<file path="config.mk">
export PLATFORM = sky130hd
export DESIGN_NAME = ysyx_22041211_ifu
export DESIGN_NICKNAME = d
export VERILOG_FILES = /design/src/rtl/ysyx_22041211_defines.sv /design/src/rtl/ysyx_22041211_Reg.sv /design/src/rtl/ysyx_22041211_ifu.sv
export SDC_FILE = /design/constraint.sdc
export NUM_CORES = 1
export LEC_CHECK = 0
export ABC_CLOCK_PERIOD_IN_PS = 3100
export BUFFER_PORTS_ARGS = -buffer_cell sky130_fd_sc_hd__buf_2
export CORE_MARGIN = 2
export CORE_UTILIZATION = 40
export DETAILED_ROUTE_END_ITERATION = 16
export GPL_TIMING_DRIVEN = 0
export PLACE_DENSITY = 0.85
export SETUP_SLACK_MARGIN = 0.1
export SYNTH_ARGS = -nofsm -noshare
export SYNTH_HDL_FRONTEND = slang
export SYNTH_SLANG_ARGS = --single-unit
</file>
<file path="constraint.sdc">
create_clock -name clk -period 3.1 [get_ports clk]
set_clock_uncertainty 0.15 [all_clocks]
set_input_delay 0.775 -clock clk [delete_from_list [all_inputs] [get_ports clk]]
set_output_delay 0.775 -clock clk [all_outputs]
set_load 0.02 [all_outputs]
</file>
<file path="src/rtl/ysyx_22041211_defines.sv">
// Shared IFU definitions: fetch FSM state encoding and instruction error codes.
package ysyx_22041211_defines;

    typedef enum logic [1:0] {
        IFU_REQ  = 2'd0,
        IFU_WAIT = 2'd1,
        IFU_HOLD = 2'd2
    } ifu_state_e;

    localparam logic INST_ERR_NONE     = 1'b0;
    localparam logic INST_ERR_MISALIGN = 1'b1;

    function automatic logic pc_misaligned(input logic [1:0] pc_lsb);
        return pc_lsb != 2'b00;
    endfunction

endpackage

</file>
<file path="src/rtl/ysyx_22041211_Reg.sv">
// Generic hold register: synchronous active-high reset to RESET_VAL, load on wen.
// One cycle from wen to dout; no flow control of its own.
module ysyx_22041211_Reg #(
    parameter int               WIDTH     = 1,
    parameter logic [WIDTH-1:0] RESET_VAL = '0
) (
    input  logic             clk,
    input  logic             rst,
    input  logic             wen,
    input  logic [WIDTH-1:0] din,
    output logic [WIDTH-1:0] dout
);

    logic [WIDTH-1:0] dout_q;

    always_ff @(posedge clk) begin
        if (rst) begin
            dout_q <= RESET_VAL;
        end else if (wen) begin
            dout_q <= din;
        end
    end

    assign dout = dout_q;

endmodule

</file>
<file path="src/rtl/ysyx_22041211_ifu.sv">
// Instruction fetch: REQ -> WAIT -> HOLD, 3 cycles per instruction at best; a misaligned PC
// skips memory and presents an error instruction. Stalls on mem_req_ready, mem_rsp_valid and inst_ready.
module ysyx_22041211_ifu
    import ysyx_22041211_defines::*;
#(
    parameter int ADDR_LEN = 32,
    parameter int DATA_LEN = 32
) (
    input  logic                clk,
    input  logic                rst,
    input  logic [ADDR_LEN-1:0] pc,
    output logic                pc_en,
    output logic                mem_req_valid,
    input  logic                mem_req_ready,
    output logic [ADDR_LEN-1:0] mem_req_addr,
    input  logic                mem_rsp_valid,
    input  logic [DATA_LEN-1:0] mem_rsp_data,
    output logic                inst_valid,
    input  logic                inst_ready,
    output logic [DATA_LEN-1:0] inst,
    output logic [ADDR_LEN-1:0] inst_pc,
    output logic                inst_err
);

    ifu_state_e          state_q;
    logic                misaligned;
    logic                in_req;
    logic                in_wait;
    logic                in_hold;
    logic                err_load;
    logic                pc_wen;
    logic                data_wen;
    logic [DATA_LEN-1:0] inst_d;
    logic                inst_err_d;

    assign misaligned = pc_misaligned(pc[1:0]);

    // Handshake outputs are gated by rst so nothing leaks out while the FSM is being cleared.
    assign in_req  = !rst && (state_q == IFU_REQ);
    assign in_wait = !rst && (state_q == IFU_WAIT);
    assign in_hold = !rst && (state_q == IFU_HOLD);

    assign mem_req_valid = in_req && !misaligned;
    assign mem_req_addr  = pc;
    assign inst_valid    = in_hold;
    assign pc_en         = in_hold && inst_ready;

    always_ff @(posedge clk) begin
        if (rst) begin
            state_q <= IFU_REQ;
        end else begin
            case (state_q)
                IFU_REQ: begin
                    if (misaligned) begin
                        state_q <= IFU_HOLD;
                    end else if (mem_req_ready) begin
                        state_q <= IFU_WAIT;
                    end
                end
                IFU_WAIT: begin
                    if (mem_rsp_valid) begin
                        state_q <= IFU_HOLD;
                    end
                end
                IFU_HOLD: begin
                    if (inst_ready) begin
                        state_q <= IFU_REQ;
                    end
                end
                default: state_q <= IFU_REQ;
            endcase
        end
    end

    // inst_pc is captured when the fetch leaves REQ, so it always names the word being held.
    assign err_load   = in_req && misaligned;
    assign pc_wen     = in_req && (misaligned || mem_req_ready);
    assign data_wen   = err_load || (in_wait && mem_rsp_valid);
    assign inst_d     = err_load ? '0 : mem_rsp_data;
    assign inst_err_d = err_load ? INST_ERR_MISALIGN : INST_ERR_NONE;

    ysyx_22041211_Reg #(
        .WIDTH     (DATA_LEN),
        .RESET_VAL ('0)
    ) u_inst_reg (
        .clk  (clk),
        .rst  (rst),
        .wen  (data_wen),
        .din  (inst_d),
        .dout (inst)
    );

    ysyx_22041211_Reg #(
        .WIDTH     (ADDR_LEN),
        .RESET_VAL ('0)
    ) u_inst_pc_reg (
        .clk  (clk),
        .rst  (rst),
        .wen  (pc_wen),
        .din  (pc),
        .dout (inst_pc)
    );

    ysyx_22041211_Reg #(
        .WIDTH     (1),
        .RESET_VAL (INST_ERR_NONE)
    ) u_inst_err_reg (
        .clk  (clk),
        .rst  (rst),
        .wen  (data_wen),
        .din  (inst_err_d),
        .dout (inst_err)
    );

endmodule

</file>
# Yosys cells after proc, flatten, opt, wreduce, memory -nomap -nowiden
# Cells that the tools add are included.
# classes
n_reduce_logical	15
n_mux	7
n_eq_ne	5
# ops
cell	n
32-bit two-way mux	1
1-bit logical AND	8
2-bit two-way mux	4
2-bit one-hot mux with 3 select lines	1
2-bit inequality test, second input constant	2
3-bit inequality test, second input constant	1
3-bit AND reduction	1
2-bit by 1-bit == test with 1-bit output, second input constant	1
2-bit == test, second input constant	1
1-bit zero test	2
2-bit zero test	1
1-bit logical OR	2
2-bit nonzero test	1
1-bit two-way mux	1
# word_totals
output_inout_bits	100
ff_bits	67
word_cells	31
inputBits	69

# Logic depth before layout (Yosys ltp)
# Gate-level depths: netlist of run 1.
# logic_depth
depth_word	4
ltp_mapped	4
ltp_nobuf	3

# Cells and area by module
# Synthesis of run 1 repeated with hierarchy kept, for this count alone.
# hier_totals
cells_unflattened	297
hier_area_um2	3076.7
# modules_own_cells
mod	area_per_inst_um2	seq_area_each_um2	cells_per_inst	n_inst
ysyx_22041211_Reg at u_inst_pc_reg ...	1163.6	640.6	103	2
ysyx_22041211_ifu	715.7	40.0	88	1
ysyx_22041211_Reg at u_inst_err_reg	33.8	20.0	3	1

# Worst setup path after synthesis of run 1
# OpenSTA, ideal clock, no wires.
# synth_path
kind	input-to-output
from	input rst
to	output pc_en
t_arrival_ns	1.789
n_path_buf	1
required_time_ns	2.175
stages	3
setup_slack_ns	0.386
cell_sequence	clkbuf_1 > nor3_1 > and2_1
# synth_via
elab_chain_cells	3
# synth_rtl
element	line_no	source
from (decl)	ysyx_22041211_ifu.sv:10	input logic rst,
1-bit zero test	ysyx_22041211_ifu.sv:41	assign in_hold = !rst && (state_q == IFU_HOLD);
1-bit logical AND	ysyx_22041211_ifu.sv:41	
net inst_valid	ysyx_22041211_ifu.sv:18	output logic inst_valid,
1-bit logical AND	ysyx_22041211_ifu.sv:46	assign pc_en = in_hold && inst_ready;
to (decl)	ysyx_22041211_ifu.sv:12	output logic pc_en,
# The timed path passes the listed nets, and every way through them passes these cells.

# Worst setup path after layout of run 1
# layout_path
from	input rst
to	output pc_en
# layout_via
elab_chain_cells	3
# layout_rtl
element	line_no
1-bit zero test	ysyx_22041211_ifu.sv:41
1-bit logical AND	ysyx_22041211_ifu.sv:41
1-bit logical AND	ysyx_22041211_ifu.sv:46
# Every way passes these cells.

==> metrics, run 1 <==
Placement Cell Area 3790 um^2; status finished clean; die height 88.1 um; initial antenna violation count 0; grt total ovfl 0; LEAKAGE 2.08 nW; Crit. Startpoint rst; full die area 7760 um^2; largest cells by area after synthesis dfxtp_1, mux2_4, a22o_1; max cap viols 0; type of origin of the critical path input port; Synth top cells by count dfxtp_1, a22o_1, buf_4, nor2b_1, mux2_4; VDD IR max 0.286 mV; largest net degree at the start of global routing 13; Critical Path Fanout Max 10; Antenna Nets Post-Route 0; Setup-failing EPs final 0; CP top delay family buffers and inverters; via/cell ratio 4.42; RSZ-0062 raised after global routing false; Synth area leader dfxtp_1; top-area cell type share of the netlist area 47.4%; Layout area overhead 41.1%; Ant. Diodes 0; Starting Density 41.4%; Sink Count 67; DP HPWL 4960 um; Rows 30; Ys Warns 0; crit path max-delay cell type nor3_1; Period minus WS final 2.65 ns; Slew Limit Fails 0; Sequential Power Share 44.7%; Post-Syn Area per Cell 12.3 um^2; DRT Wirelength 6450 um; Post-synth top flop dfxtp_1; number of buffers added on ports 168; crit path DAT 1.72 ns; fin area 3990 um^2; Final Power 2.10 mW; DR pass1 iterations 4; total vias in the final route 2252; Hold Vio Cnt, Final 0; Switching Power 0.569 mW; CTS resizes 0; Max Root-Sink Buffers 2; sequential-to-total area share from yosys stat 47.4%; worst hold path type reg -> reg; combinational power share 20.9%; number of flops mapped to enable cells by yosys 0; fin crit share 85.4%; number of CTS-inserted buffers 9; ratio of cells with drive above 1 in the final layout 63.3%; Clk pwr share 34.4%; Starting DRT DRC Count 40; R2R Setup Slk 1.34 ns; most frequent CP cell buf_2; TritonCTS clock tree yes; required time worst endpoint 2.17 ns; Int Pwr 1.53 mW; Synth Cell Area 2830 um^2; WL per Instance 12.6 um; Crit Path Category in -> out; FFs w/ async S/R, synth 0%; most numerous cell in the Yosys netlist dfxtp_1; r2r startpoint state_q[0]$_SDFFE_PP0P_; syn_nets 299; placed cell count 494; Relative slew margins 65.1%; H-Tree Depth 3; setup TNS 0 ns; switching share of power 27.1%; crit end category output port; fmax 0.378 GHz; Core Region 6830 um^2; WP buf/inv 3; WHS 0.322 ns; Worst-path clk slew 0.08 ns; drt drc 0; final net count 478; routability-driven placement congestion ratio 0.733; Yosys reg bits 67; Post-CTS Hold Fix Bufs 0; first-pass GRT wire length 9940 um; vias in the first global route 2240; Root Driver clkbuf_8; Gate Count Post-Synth 230; overall die width 88.1 um; crit path cell chain buf_2 > clkbuf_1 > nor3_1 > and2_1 > buf_2; clk_lat worst skew 0.32 ns; All-Layer GR Usage 16.5%; Tightest Pin Transition 0.519 ns; crit-path max cell delay 0.29 ns; IO Pins 169; synth unique cells 27; Setup Fix Bufs, Post-CTS 0; Post-Layout Cell Count 510; PwrDens 525 nW/um^2; hold path startpoint u_inst_reg.dout[21]$_SDFFE_PP0P_
==> area by class of cell <==
type	count	area [um^2]
Multi-Input combinational cell	116	1110
Timing Repair Buffer	168	841
Inverter	2	7.51
Tap cell	96	120
Sequential cell	67	1340
Buffer	45	365
Clock buffer	10	138
Clock inverter	6	65.1
Fill cell	601	2840
==> layer usage <==
metal / GRT usage (%) / share of wire [%]
met4: 7.85 / 1.2
met3: 5.84 / 8.7
met5: 0 / 0
met2: 28.7 / 49
met1: 18.0 / 41
==> power by group through the flow <==
stage          Clock [mW]  Sequential (mW)  Combinational, mW
2_1_floorplan           0             1.02              0.233
3_3_place_gp            0            0.955              0.434
3_5_place_dp            0            0.955              0.442
4_1_cts             0.746            0.937              0.443
5_1_grt             0.786            0.945              0.467
6_report            0.721            0.937              0.438
==> flip-flops by register name, indices dropped and copies added (netlist names) <==
register,flops
u_inst_err_reg.dout,1
state_q,2
u_inst_reg.dout,32
u_inst_pc_reg.dout,32
==> layout by cell type (no fill, tap or decap), types with 2 or more instances in the layout <==
cell type / count
buf_6: 3
clkbuf_8: 10
nor2_1: 2
mux2_4: 30
buf_2: 172
nor2b_1: 32
clkinv_4: 2
buf_12: 3
or3_4: 2
nor3_1: 3
clkbuf_1: 3
buf_4: 32
a22o_1: 32
inv_1: 2
mux2_1: 2
dfxtp_1: 67
clkinv_2: 2
==> final timing paths <==
kind                                             end  cells past startpoint
hold reg to reg     u_inst_reg.dout[21]$_SDFFE_PP0P_                      1
setup reg to reg  u_inst_pc_reg.dout[2]$_SDFFE_PP0P_                      4
hold / removal      u_inst_reg.dout[21]$_SDFFE_PP0P_                      1
setup / recovery                               pc_en                      5
==> stage by stage <==
| stage | setup slack (ns) | utilization [%] |
|---|---|---|
| detailed placement | 0.414 | 55.5 |
| global route | 0.337 | 58.4 |
| global placement | 0.421 | 55.5 |
| finish | 0.452 | 58.4 |
| floorplan | 0.386 | - |
| CTS | 0.417 | 58.4 |
==> logic make-up (layout without fill, tap and decap cells) <==
kind of cell / after synthesis / count (layout) / synth area share [%]
buf+inv: 47 / 231 / 13.2
compound gates: 37 / 37 / 11.6
mux: 32 / 32 / 16.7
simple gates: 47 / 47 / 11.1
flops: 67 / 67 / 47.4
(Power assumes the default switching activity.)
==> inputs of run 2 (changes only) <==
--- a/config.mk
+++ b/config.mk
@@ -5,6 +5,7 @@
 export SDC_FILE = /design/constraint.sdc
 export NUM_CORES = 1
 export LEC_CHECK = 0
+export ABC_AREA = 1
 export ABC_CLOCK_PERIOD_IN_PS = 3100
 export BUFFER_PORTS_ARGS = -buffer_cell sky130_fd_sc_hd__buf_2
 export CORE_MARGIN = 2
==> metrics, run 2 <==
full die area 7600 um^2 (was 7760 um^2); Sink Count 67 (unchanged); sequential-to-total area share from yosys stat 48.4% (was 47.4%); PwrDens 600 nW/um^2 (was 525 nW/um^2); All-Layer GR Usage 18.8% (was 16.5%); Post-synth top flop dfxtp_1 (unchanged); status finished clean (unchanged); fin crit share 91.5% (was 85.4%); Slew Limit Fails 0 (unchanged); FFs w/ async S/R, synth 0% (unchanged); DR pass1 iterations 4 (unchanged); overall die width 87.2 um (was 88.1 um); number of buffers added on ports 168 (unchanged); routability-driven placement congestion ratio 0.761 (was 0.733); R2R Setup Slk 1.48 ns (was 1.34 ns); commonest non-fill, non-tap cell in the layout buf_2 (unchanged); combinational power share 22.1% (was 20.9%); Sequential Power Share 41.4% (was 44.7%); first-pass GRT wire length 11500 um (was 9940 um); Crit Path Category in -> out (unchanged); Tightest Pin Transition 0.454 ns (was 0.519 ns); fmax 0.353 GHz (was 0.378 GHz); Yosys reg bits 67 (unchanged); Ys Warns 0 (unchanged); final net count 599 (was 478); initial antenna violation count 0 (unchanged); number of CTS-inserted buffers 9 (unchanged); max cap viols 0 (unchanged); Int Pwr 1.67 mW (was 1.53 mW); crit end category output port (unchanged); syn_nets 420 (was 299); final-layout fill cell count 644 (was 601); Period minus WS final 2.84 ns (was 2.65 ns); Post-Syn Area per Cell 7.89 um^2 (was 12.3 um^2); DRT Wirelength 7500 um (was 6450 um); commonest non-fill, non-tap cells in the layout buf_2, nand3_1, nand2_1 (was buf_2, dfxtp_1, a22o_1, nor2b_1, buf_4); Root Driver clkbuf_8 (unchanged); WHS 0.312 ns (was 0.322 ns); Setup Fix Bufs, Post-CTS 0 (unchanged); Gate Count Post-Synth 351 (was 230); grt total ovfl 0 (unchanged); worst hold path type reg -> reg (unchanged); TritonCTS clock tree yes (unchanged); CTS resizes 0 (unchanged); Switching Power 0.704 mW (was 0.569 mW); WL per Instance 12.2 um (was 12.6 um); LEAKAGE 2.06 nW (was 2.08 nW); H-Tree Depth 3 (unchanged); top-area cell type share of the netlist area 48.4% (was 47.4%); crit path DAT 1.91 ns (was 1.72 ns); Setup-failing EPs final 0 (unchanged); die height 87.2 um (was 88.1 um); largest net degree at the start of global routing 13 (unchanged); Post-CTS Hold Fix Bufs 0 (unchanged); Hold Vio Cnt, Final 0 (unchanged); RSZ-0062 raised after global routing false (unchanged); Antenna Nets Post-Route 0 (unchanged); switching share of power 29.7% (was 27.1%); Ant. Diodes 0 (unchanged); VDD IR max 0.316 mV (was 0.286 mV); Rows 30 (unchanged); Synth area leader dfxtp_1 (unchanged); synth unique cells 17 (was 27); drt drc 0 (unchanged); final core occ 58.5% (was 58.4%); DP HPWL 5730 um (was 4960 um); number of flops mapped to enable cells by yosys 0 (unchanged); Starting Density 41.0% (was 41.4%); most numerous cell in the Yosys netlist nand3_1 (was dfxtp_1); Starting DRT DRC Count 127 (was 40); Synth top cells by count nand3_1, nand2_1, dfxtp_1 (was dfxtp_1, a22o_1, buf_4, nor2b_1, mux2_4); Layout area overhead 42.7% (was 41.1%); Relative slew margins 69.8% (was 65.1%); IO Pins 169 (unchanged); ratio of cells with drive above 1 in the final layout 44.7% (was 63.3%); Max Root-Sink Buffers 2 (unchanged); largest cells by area after synthesis dfxtp_1, nand3_1, nand2_1 (was dfxtp_1, mux2_4, a22o_1); clk_lat worst skew 0.32 ns (about the same); via/cell ratio 4.87 (was 4.42); total vias in the final route 2992 (was 2252); Clk pwr share 36.5% (was 34.4%); Critical Path Fanout Max 10 (unchanged); vias in the first global route 2686 (was 2240); setup TNS 0 ns (unchanged); Final Power 2.37 mW (was 2.10 mW); Synth Cell Area 2770 um^2 (was 2830 um^2); type of origin of the critical path input port (unchanged); required time worst endpoint 2.17 ns (about the same); Worst-path clk slew 0.07 ns (was 0.08 ns); Core Region 6760 um^2 (was 6830 um^2)
[run 2: critical path, cell delays in order]
cell      delay (ns)
buf_2           0.13
clkbuf_1        0.35
clkbuf_1        0.38
nor2_1          0.10
buf_2           0.17
[run 2: layout make-up]
| type | instances | area (um^2) | area share [%] |
|---|---|---|---|
| Clock inverter | 7 | 116 | 2.95 |
| Sequential cell | 67 | 1340 | 34.0 |
| Multi-Input combinational cell | 217 | 1010 | 25.7 |
| Buffer | 58 | 379 | 9.60 |
| Inverter | 9 | 33.8 | 0.855 |
| Clock buffer | 9 | 124 | 3.14 |
| Timing Repair Buffer | 168 | 841 | 21.3 |
| Tap cell | 80 | 100 | 2.53 |
[run 2: per-stage QoR]
stage                     worst slack, ns  instances  instance area, um^2
after global placement              0.248        599                 3710
after detailed placement            0.252        599                 3710
after CTS                           0.253        615                 3950
after global routing                0.152        615                 3950
after floorplan                     0.499        351                 2770
final                               0.265        615                 3950
[run 2: final timing paths]
check	startpoint	to	cells past startpoint
worst max-delay path	rst	mem_req_valid	5
worst min-delay path	u_inst_pc_reg.dout[19]$_SDFFE_PP0P_	u_inst_pc_reg.dout[19]$_SDFFE_PP0P_	2
worst max register to register	state_q[0]$_SDFFE_PP0P_	u_inst_reg.dout[14]$_SDFFE_PP0P_	6
worst min register to register	u_inst_pc_reg.dout[19]$_SDFFE_PP0P_	u_inst_pc_reg.dout[19]$_SDFFE_PP0P_	2
[run 2: cells by family (layout without fill, tap and decap cells)]
logic type / Yosys count / after routing / synth area share [%]
compound gates: 36 / 36 / 6.51
simple gates: 181 / 181 / 30.1
flops: 67 / 67 / 48.4
buf+inv: 67 / 251 / 14.9
[run 2: per-layer routing]
| layer | vias up | GRT usage, % | share of wire [%] |
|---|---|---|---|
| met1 | 1352 | 21.5 | 41 |
| met2 | 125 | 33.4 | 50 |
| met5 | - | 0 | 0 |
| li1 | 1498 | - | - |
| met4 | 0 | 7.83 | 2.2 |
| met3 | 17 | 4.36 | 6.9 |
[run 2: power groups by stage]
stage,logic (mW),registers (mW),clock network (mW)
6_report,0.523,0.981,0.865
5_1_grt,0.573,0.990,0.927
4_1_cts,0.528,0.981,0.887
3_5_place_dp,0.528,1.00,0
3_3_place_gp,0.515,0.996,0
2_1_floorplan,0.240,1.09,0
==> inputs of run 3 (changes only) <==
--- a/config.mk
+++ b/config.mk
@@ -13,6 +13,7 @@
 export DETAILED_ROUTE_END_ITERATION = 16
 export GPL_TIMING_DRIVEN = 0
 export PLACE_DENSITY = 0.85
+export REMOVE_ABC_BUFFERS = 1
 export SETUP_SLACK_MARGIN = 0.1
 export SYNTH_ARGS = -nofsm -noshare
 export SYNTH_HDL_FRONTEND = slang
==> metrics, run 3 (synthesis results as in run 2) <==
DP HPWL 5300 um (was 5730 um); switching share of power 32.7% (was 29.7%); total vias in the final route 2849 (was 2992); Sequential Power Share 47.7% (was 41.4%); WP buf/inv 1 (was 4); VDD IR max 0.275 mV (was 0.316 mV); required time worst endpoint 3.12 ns (was 2.17 ns); RSZ-0062 raised after global routing false (unchanged); Relative slew margins 21.8% (was 69.8%); Antenna Nets Post-Route 0 (unchanged); Tightest Pin Transition 1.17 ns (was 0.454 ns); Rows 30 (unchanged); DRT Wirelength 7730 um (was 7500 um); CP top delay family simple AND/OR/NAND/NOR gates (was buffers and inverters); Switching Power 0.678 mW (was 0.704 mW); number of buffers added on ports 168 (unchanged); LEAKAGE 1.81 nW (was 2.06 nW); Starting Density 41.0% (unchanged); Int Pwr 1.40 mW (was 1.67 mW); grt total ovfl 0 (unchanged); Max Root-Sink Buffers 2 (unchanged); TritonCTS clock tree yes (unchanged); crit path DAT 2.81 ns (was 1.91 ns); Worst-path clk slew 0.07 ns (about the same); Core Region 6760 um^2 (unchanged); H-Tree Depth 3 (unchanged); commonest non-fill, non-tap cell in the layout buf_2 (unchanged); IO Pins 169 (unchanged); largest net degree at the start of global routing 41 (was 13); setup TNS 0 ns (unchanged); fin crit share 90.1% (was 91.5%); Hold Vio Cnt, Final 0 (unchanged); drt drc 0 (unchanged); Clk pwr share 29.4% (was 36.5%); PwrDens 590 nW/um^2 (was 600 nW/um^2); Layout area overhead 27.0% (was 42.7%); crit end category register (was output port); worst hold path type reg -> reg (unchanged); Slew Limit Fails 0 (unchanged); routability-driven placement congestion ratio 0.854 (was 0.761); full die area 7600 um^2 (unchanged); die height 87.2 um (unchanged); final-layout fill cell count 649 (was 644); All-Layer GR Usage 19.2% (was 18.8%); status finished clean (unchanged); vias in the first global route 2530 (was 2686); Crit Path Category in -> reg (was in -> out); crit path cell chain buf_2 > nor3_4 > nand2_2 > nand3_1 > a21oi_1 (was buf_2 > clkbuf_1 > clkbuf_1 > nor2_1 > buf_2); Placement Cell Area 3330 um^2 (was 3710 um^2); ratio of cells with drive above 1 in the final layout 39.6% (was 44.7%); number of CTS-inserted buffers 9 (unchanged); crit path max-delay cell type nor3_4 (was clkbuf_1); Starting DRT DRC Count 104 (was 127); fmax 0.358 GHz (was 0.353 GHz); Critical Path Fanout Max 40 (was 10); max cap viols 0 (unchanged); via/cell ratio 5.11 (was 4.87); commonest non-fill, non-tap cells in the layout buf_2, nand3_1, nand2_1 (unchanged); Sink Count 67 (unchanged); Root Driver clkbuf_8 (unchanged); overall die width 87.2 um (unchanged); clk_lat worst skew 0.32 ns (about the same); final net count 542 (was 599); initial antenna violation count 0 (unchanged); crit-path max cell delay 0.78 ns (was 0.38 ns); fin area 3520 um^2 (was 3950 um^2); WL per Instance 13.9 um (was 12.2 um); DR pass1 iterations 4 (unchanged); Setup-failing EPs final 0 (unchanged); first-pass GRT wire length 11400 um (was 11500 um); Ant. Diodes 0 (unchanged); combinational power share 22.9% (was 22.1%); Reg area 1340 um^2 (unchanged); Multi-input gate area 1040 um^2 (was 1010 um^2); type of origin of the critical path input port (unchanged); Period minus WS final 2.79 ns (was 2.84 ns)
run 3: cell types whose count changed in the layout (fill, tap and decap cells not counted), sizes merged:
cell      change
buf          -52
bufinv        -3
clkbuf        -3
clkinvlp      -1
nor3          +1
run 3: metal layers:
metal | wire, um | track usage [%] | up-vias
li1 | - | - | 1381
met1 | 3100 | 21.4 | 1294
met2 | 3600 | 31.9 | 161
met3 | 920 | 7.96 | 13
met4 | 116 | 8.39 | 0
met5 | 0 | 0 | -
run 3: per-stage QoR:
stage / power [mW] / util [%] / cells / setup WS, ns / hold WS, ns
2_1_floorplan: 1.24 / - / 293 / 0.687 / 0.395
3_3_place_gp: 1.46 / 49.3 / 541 / -0.453 / 0.300
3_5_place_dp: 1.47 / 49.3 / 541 / -0.479 / 0.304
4_1_cts: 2.10 / 52.0 / 557 / 0.324 / 0.314
5_1_grt: 2.18 / 52.0 / 557 / 0.134 / 0.334
6_report: 2.07 / 52.0 / 557 / 0.307 / 0.311
run 3: worst paths after layout:
kind	from	to	slack, ns	cells after the start
worst min-delay path	u_inst_pc_reg.dout[4]$_SDFFE_PP0P_	u_inst_pc_reg.dout[4]$_SDFFE_PP0P_	0.31	2
worst max-delay path	rst	u_inst_reg.dout[20]$_SDFFE_PP0P_	0.31	5
worst min register to register	u_inst_pc_reg.dout[4]$_SDFFE_PP0P_	u_inst_pc_reg.dout[4]$_SDFFE_PP0P_	0.31	2
worst max register to register	state_q[0]$_SDFFE_PP0P_	u_inst_reg.dout[20]$_SDFFE_PP0P_	0.74	4
run 3: cell type report:
| class | count | area share (%) |
|---|---|---|
| Sequential cell | 67 | 38.1 |
| Multi-Input combinational cell | 218 | 29.5 |
| Timing Repair Buffer | 168 | 23.9 |
| Clock buffer | 12 | 4.13 |
| Tap cell | 80 | 2.85 |
| Inverter | 9 | 1.03 |
| Clock inverter | 3 | 0.427 |
run 3: power by group through the flow:
stage	clock network (mW)	logic (mW)	registers, mW
after floorplan	0	0.147	1.09
after global placement	0	0.458	0.999
after detailed placement	0	0.469	1.00
after CTS	0.634	0.474	0.989
after global routing	0.662	0.516	0.997
final	0.610	0.474	0.989
run 3: timing repair:
item / 4_1_cts / 5_1_grt
gates cloned: 1 / 0
endpoints found under the setup margin: 65 / 26
hold buffers: 0 / 0
pin swaps: 1 / 0
buffers inserted: 0 / 0
gates resized for setup: 2 / 1
endpoints found under the hold margin: 0 / 0
run 3: worst reg2reg max path, stage by stage (launching register included):
cell	delay [ns]
dfxtp_1	0.44
nor3_4	0.71
nand2_2	0.59
nand3_1	0.22
a21oi_1	0.09
